File: config.mk
export PLATFORM = sky130hd
export DESIGN_NAME = serial_launch_tx
export DESIGN_NICKNAME = d
export VERILOG_FILES = /design/src/rtl/serial_launch_tx.sv
export SDC_FILE = /design/constraint.sdc
export NUM_CORES = 1
export LEC_CHECK = 0
export BUFFER_PORTS_ARGS = -buffer_cell sky130_fd_sc_hd__buf_4
export CAP_MARGIN = 25
export CORE_MARGIN = 4
export CORE_UTILIZATION = 44
export DETAILED_ROUTE_END_ITERATION = 7
export PLACE_DENSITY = 0.7
export SETUP_SLACK_MARGIN = 0.4
export SYNTH_ARGS = -nofsm -noshare
export SYNTH_HDL_FRONTEND = slang
export SYNTH_SLANG_ARGS = --single-unit
export TNS_END_PERCENT = 30
File: constraint.sdc
create_clock -name clk -period 1.2 [get_ports clk]
set_input_delay 0.36 -clock clk [delete_from_list [all_inputs] [get_ports clk]]
set_output_delay 0.36 -clock clk [all_outputs]
set_load 0.02 [all_outputs]
File: src/rtl/serial_launch_tx.sv
// Bit-serial transmitter: accepts a parallel word over valid/ready and launches it
// one bit per rising edge as sdata with an active-low strobe sen_n, for negedge capture.
module serial_launch_tx #(
  parameter int WIDTH     = 8,
  parameter bit MSB_FIRST = 1'b1,
  parameter int GAP       = 0
) (
  input  logic             clk,
  input  logic             rst,
  input  logic             in_valid,
  input  logic [WIDTH-1:0] in_data,
  output logic             in_ready,
  output logic             sdata,
  output logic             sen_n,
  output logic             busy,
  output logic             done
);

  localparam int CW = ($clog2(WIDTH) < 1) ? 1 : $clog2(WIDTH);
  localparam int GW = ($clog2(GAP + 1) < 1) ? 1 : $clog2(GAP + 1);

  localparam logic [CW-1:0] BIT_LAST = CW'(WIDTH - 1);
  localparam logic [GW-1:0] GAP_LAST = GW'((GAP > 0) ? GAP - 1 : 0);

  localparam logic [1:0] S_IDLE  = 2'd0;
  localparam logic [1:0] S_SHIFT = 2'd1;
  localparam logic [1:0] S_GAP   = 2'd2;

  logic [1:0]       state;
  logic [WIDTH-1:0] shreg;
  logic [CW-1:0]    bcnt;
  logic [GW-1:0]    gcnt;

  // The first bit goes straight from in_data to the wire, so the shift register
  // is loaded already advanced by one position; its head is always the next bit.
  logic             first_bit;
  logic             next_bit;
  logic [WIDTH-1:0] load_sh;
  logic [WIDTH-1:0] next_sh;

  always_comb begin
    if (MSB_FIRST) begin
      first_bit = in_data[WIDTH-1];
      load_sh   = {in_data[WIDTH-2:0], 1'b0};
      next_bit  = shreg[WIDTH-1];
      next_sh   = {shreg[WIDTH-2:0], 1'b0};
    end else begin
      first_bit = in_data[0];
      load_sh   = {1'b0, in_data[WIDTH-1:1]};
      next_bit  = shreg[0];
      next_sh   = {1'b0, shreg[WIDTH-1:1]};
    end
  end

  always_ff @(posedge clk or posedge rst) begin
    if (rst) begin
      state    <= S_IDLE;
      shreg    <= '0;
      bcnt     <= '0;
      gcnt     <= '0;
      in_ready <= 1'b1;
      sdata    <= 1'b0;
      sen_n    <= 1'b1;
      busy     <= 1'b0;
      done     <= 1'b0;
    end else begin
      done <= 1'b0;
      case (state)
        S_IDLE: begin
          if (in_valid) begin
            shreg    <= load_sh;
            sdata    <= first_bit;
            sen_n    <= 1'b0;
            in_ready <= 1'b0;
            busy     <= 1'b1;
            bcnt     <= BIT_LAST;
            state    <= S_SHIFT;
          end
        end
        S_SHIFT: begin
          if (bcnt != '0) begin
            sdata <= next_bit;
            shreg <= next_sh;
            bcnt  <= bcnt - CW'(1);
          end else begin
            // last bit has been on the wire a full cycle; close the word
            sen_n <= 1'b1;
            sdata <= 1'b0;
            done  <= 1'b1;
            shreg <= '0;
            if (GAP == 0) begin
              state    <= S_IDLE;
              in_ready <= 1'b1;
              busy     <= 1'b0;
            end else begin
              state <= S_GAP;
              gcnt  <= GAP_LAST;
            end
          end
        end
        S_GAP: begin
          if (gcnt == '0) begin
            state    <= S_IDLE;
            in_ready <= 1'b1;
            busy     <= 1'b0;
          end else begin
            gcnt <= gcnt - GW'(1);
          end
        end
        default: begin
          state    <= S_IDLE;
          in_ready <= 1'b1;
          busy     <= 1'b0;
          sen_n    <= 1'b1;
          sdata    <= 1'b0;
        end
      endcase
    end
  end

endmodule

==> run_results.csv <==
group,metric,value,unit
outcome,status,"finished, violations left",
outcome,violations,"setup timing",
worst_setup_path,start_kind,"register",
timing,rsz0062_at_grt,"yes",
timing,fin_worst_skew,0.00130,ns
finish,area_delta_synth_final,51.5,%
timing,setup_tns,-0.234,ns
worst_setup_path,path_delay_family,"flip-flops",
floorplanning,num_rows,13,
worst_setup_path,critPathArrivalTime,0.96,ns
floorplanning,die_w,46.6,um
clock_network,cts_tree,"done",
synth,yosys_warnings,0,
global_route,overflow,0,
worst_setup_path,critPathSlowestCell,"dfstp_2",
global_route,grt_max_degree,15,
worst_setup_path,crit_buf_inv,1,
floorplanning,dieHeight,46.6,um
timing,hold_violations,0,
global_route,grtUsageTotal,12.9,%
worst_setup_path,slowest_delay,0.56,ns
placed_design,io_buffer_count,15,
pwr,total_power,2.43,mW
route,drt_iter0_drc,4,
timing,period_minus_slack,1.32,ns
timing,slew_viol_final,0,
timing,post-route-period-util,110,%
route,routed_wl,1190,um
floorplanning,start_util,48.6,%
pwr,ir_drop,0.00159,V
finish,nNetsFinal,90,
pwr,leakagePower,0.477,nW
worst_setup_path,crit_required,0.84,ns
clock_network,h-tree-depth,1,
route,wl_per_cell,13.1,um
worst_setup_path,critPathMaxFanout,3,
synth,syn_nets,65,
placed_design,globalplace.congestion,0.726,
synth,ys_ff_latch,14,
route,vias_per_cell,5.09,
floorplanning,coreArea,1350,um^2
synth,synthCells,52,
finish,diodes,0,
route,detail-route-antenna-nets,0,
timing,fmax,759,MHz
pwr,p_per_area,2440,nW/um^2
placed_design,place_hpwl,787,um
synth,yosysSeqAreaShare,53.6,%
finish,fill_cells,100,
run,cap_violations,0,
route,drt_pass1_iterations,2,
min_path,hp-class,"in2async",
floorplanning,die-area,2170,um^2
timing,max_slew_margin,82.1,%
global_route,grt_pass1_wl,1900,um
timing,finalHoldWorstSlack,0.0676,ns
placed_design,dp_slack,0.0156,ns
route,vias,463,
finish,final_core_util,73.6,%
clock_network,cts_root_buffer,"clkbuf_4",
finish,drive_gt1_share,57.9,%
route,drc,0,
global_route,antenna_found_initial,0,
timing,finalSetupViolCount,2,
clock_network,path_clk_slew,0.08,ns
clock_network,cts_buffers,3,
synth,syn-mean-instance-area,12.6,um^2
clock_network,cts.sinks,14,
floorplanning,io_pins,16,
clock_network,clock_path_buffers,2,
worst_setup_path,path_cells,"buf_6",
global_route,grt_pass1_vias,433,
synth,synth_area,656,um^2
timing,setup_ws,-0.118,ns
clock_network,clock_latency,0.27,ns
worst_setup_path,crit_type,"reg2out",
timing,worstMarginPinSlew,0.261,ns
worst_setup_path,crit_path_end_kind,"output port",
synth,yosysUniqueCellTypes,16,
layer usage:
metal / track usage (%) / vias up / part of all wire (%)
li1: - / 229 / -
met3: 4.69 / 2 / 5.8
met1: 15.5 / 221 / 45
met5: 0 / - / 0
met2: 19.2 / 11 / 48
met4: 8.52 / 0 / 1.0
cell usage after synthesis, drive strengths merged:
library cell / n / area (um^2)
buf: 3 / 22.5
nand2: 1 / 3.75
mux2i: 10 / 100
dfstp: 1 / 26.3
inv: 4 / 15.0
and3b: 1 / 8.76
nor3: 1 / 5.00
a21boi: 1 / 18.8
nor2: 5 / 18.8
ha: 2 / 25.0
a211o: 1 / 8.76
and2b: 1 / 10.0
or2: 1 / 6.26
dfrtp: 13 / 325
o2bb2ai: 7 / 61.3
layout make-up:
type | count | area [um^2] | share of cell area (%)
Clock buffer | 4 | 26.3 | 2.64
Inverter | 4 | 15.0 | 1.51
Multi-Input combinational cell | 31 | 370 | 37.3
Sequential cell | 14 | 353 | 35.5
Tap cell | 15 | 18.8 | 1.89
Timing Repair Buffer | 23 | 210 | 21.2
worst register-to-register path, delay by kind of cell, from the launching register on:
family,cells,cell delay (ns)
buffers and inverters,2,0.23
AOI/OAI and AO/OA,2,0.32
adders and majority gates,1,0.17
DFF,1,0.37
metrics by stage:
stage,instances,area [um^2]
finish,91,993
global route,91,993
CTS,89,953
detailed placement,81,796
global placement,81,796
floorplan,52,679
logic make-up (layout without fill, tap and decap cells):
group	count (synthesis)	count (layout)	synth area share (%)
AOI/OAI and AO/OA	9	9	13.6
adders and majority gates	2	2	3.82
buffers and inverters	7	31	5.72
DFF	14	14	53.6
muxes	10	10	15.3
and+or+nand+nor	10	10	8.02
report_power, final:
part / leakage (nW) / internal (mW) / switching (mW) / total (mW)
Combinational: 0.290 / 0.734 / 0.584 / 1.32
Clock: 0.0150 / 0.129 / 0.152 / 0.281
Sequential: 0.173 / 0.678 / 0.151 / 0.829
Total: 0.477 / 1.54 / 0.888 / 2.43
sequential cells by signal, summed over array words and instances, names as in the netlist:
register,count
busy,1
shreg,7
in_ready,1
bcnt,3
done,1
sdata,1
final timing paths:
check | from | end | slack, ns | cells past startpoint
setup reg to reg | bcnt[0] | shreg[6] | 0.04 | 5
min in group clk | in_data[7] | sdata | 0.38 | 3
max in group asynchronous | rst | in_ready | 0.90 | 3
hold / removal | rst | shreg[3] | 0.07 | 3
setup / recovery | in_ready | in_ready | -0.12 | 1
hold reg to reg | shreg[3] | shreg[4] | 0.50 | 1
cells in the final DEF, fill, tap and decap left out:
| master | instances |
|---|---|
| buf_4 | 14 |
| dfrtp_1 | 12 |
| mux2i_1 | 10 |
| buf_6 | 8 |
| o2bb2ai_2 | 5 |
| nor2_1 | 4 |
| inv_2 | 3 |
| clkbuf_4 | 3 |
| o2bb2ai_4 | 2 |
| ha_4 | 2 |
| and2b_4 | 1 |
| a21boi_4 | 1 |
| nand2_2 | 1 |
| nor3_1 | 1 |
| a211o_1 | 1 |
| nor2_4 | 1 |
| and3b_1 | 1 |
| inv_1 | 1 |
| or2_1 | 1 |
| dfrtp_2 | 1 |
| clkbuf_1 | 1 |
| dfstp_2 | 1 |
| buf_8 | 1 |
repair_timing:
| item | 4_1_cts | 5_1_grt |
|---|---|---|
| pin swaps | 10 | 3 |
| setup buffers | 4 | 2 |
| resized for setup | 21 | 2 |
| setup endpoints to repair | 19 | 19 |
| hold buffers | 0 | 0 |
| gates cloned | 0 | 0 |
No activity file was read; power rests on OpenSTA's default activity.
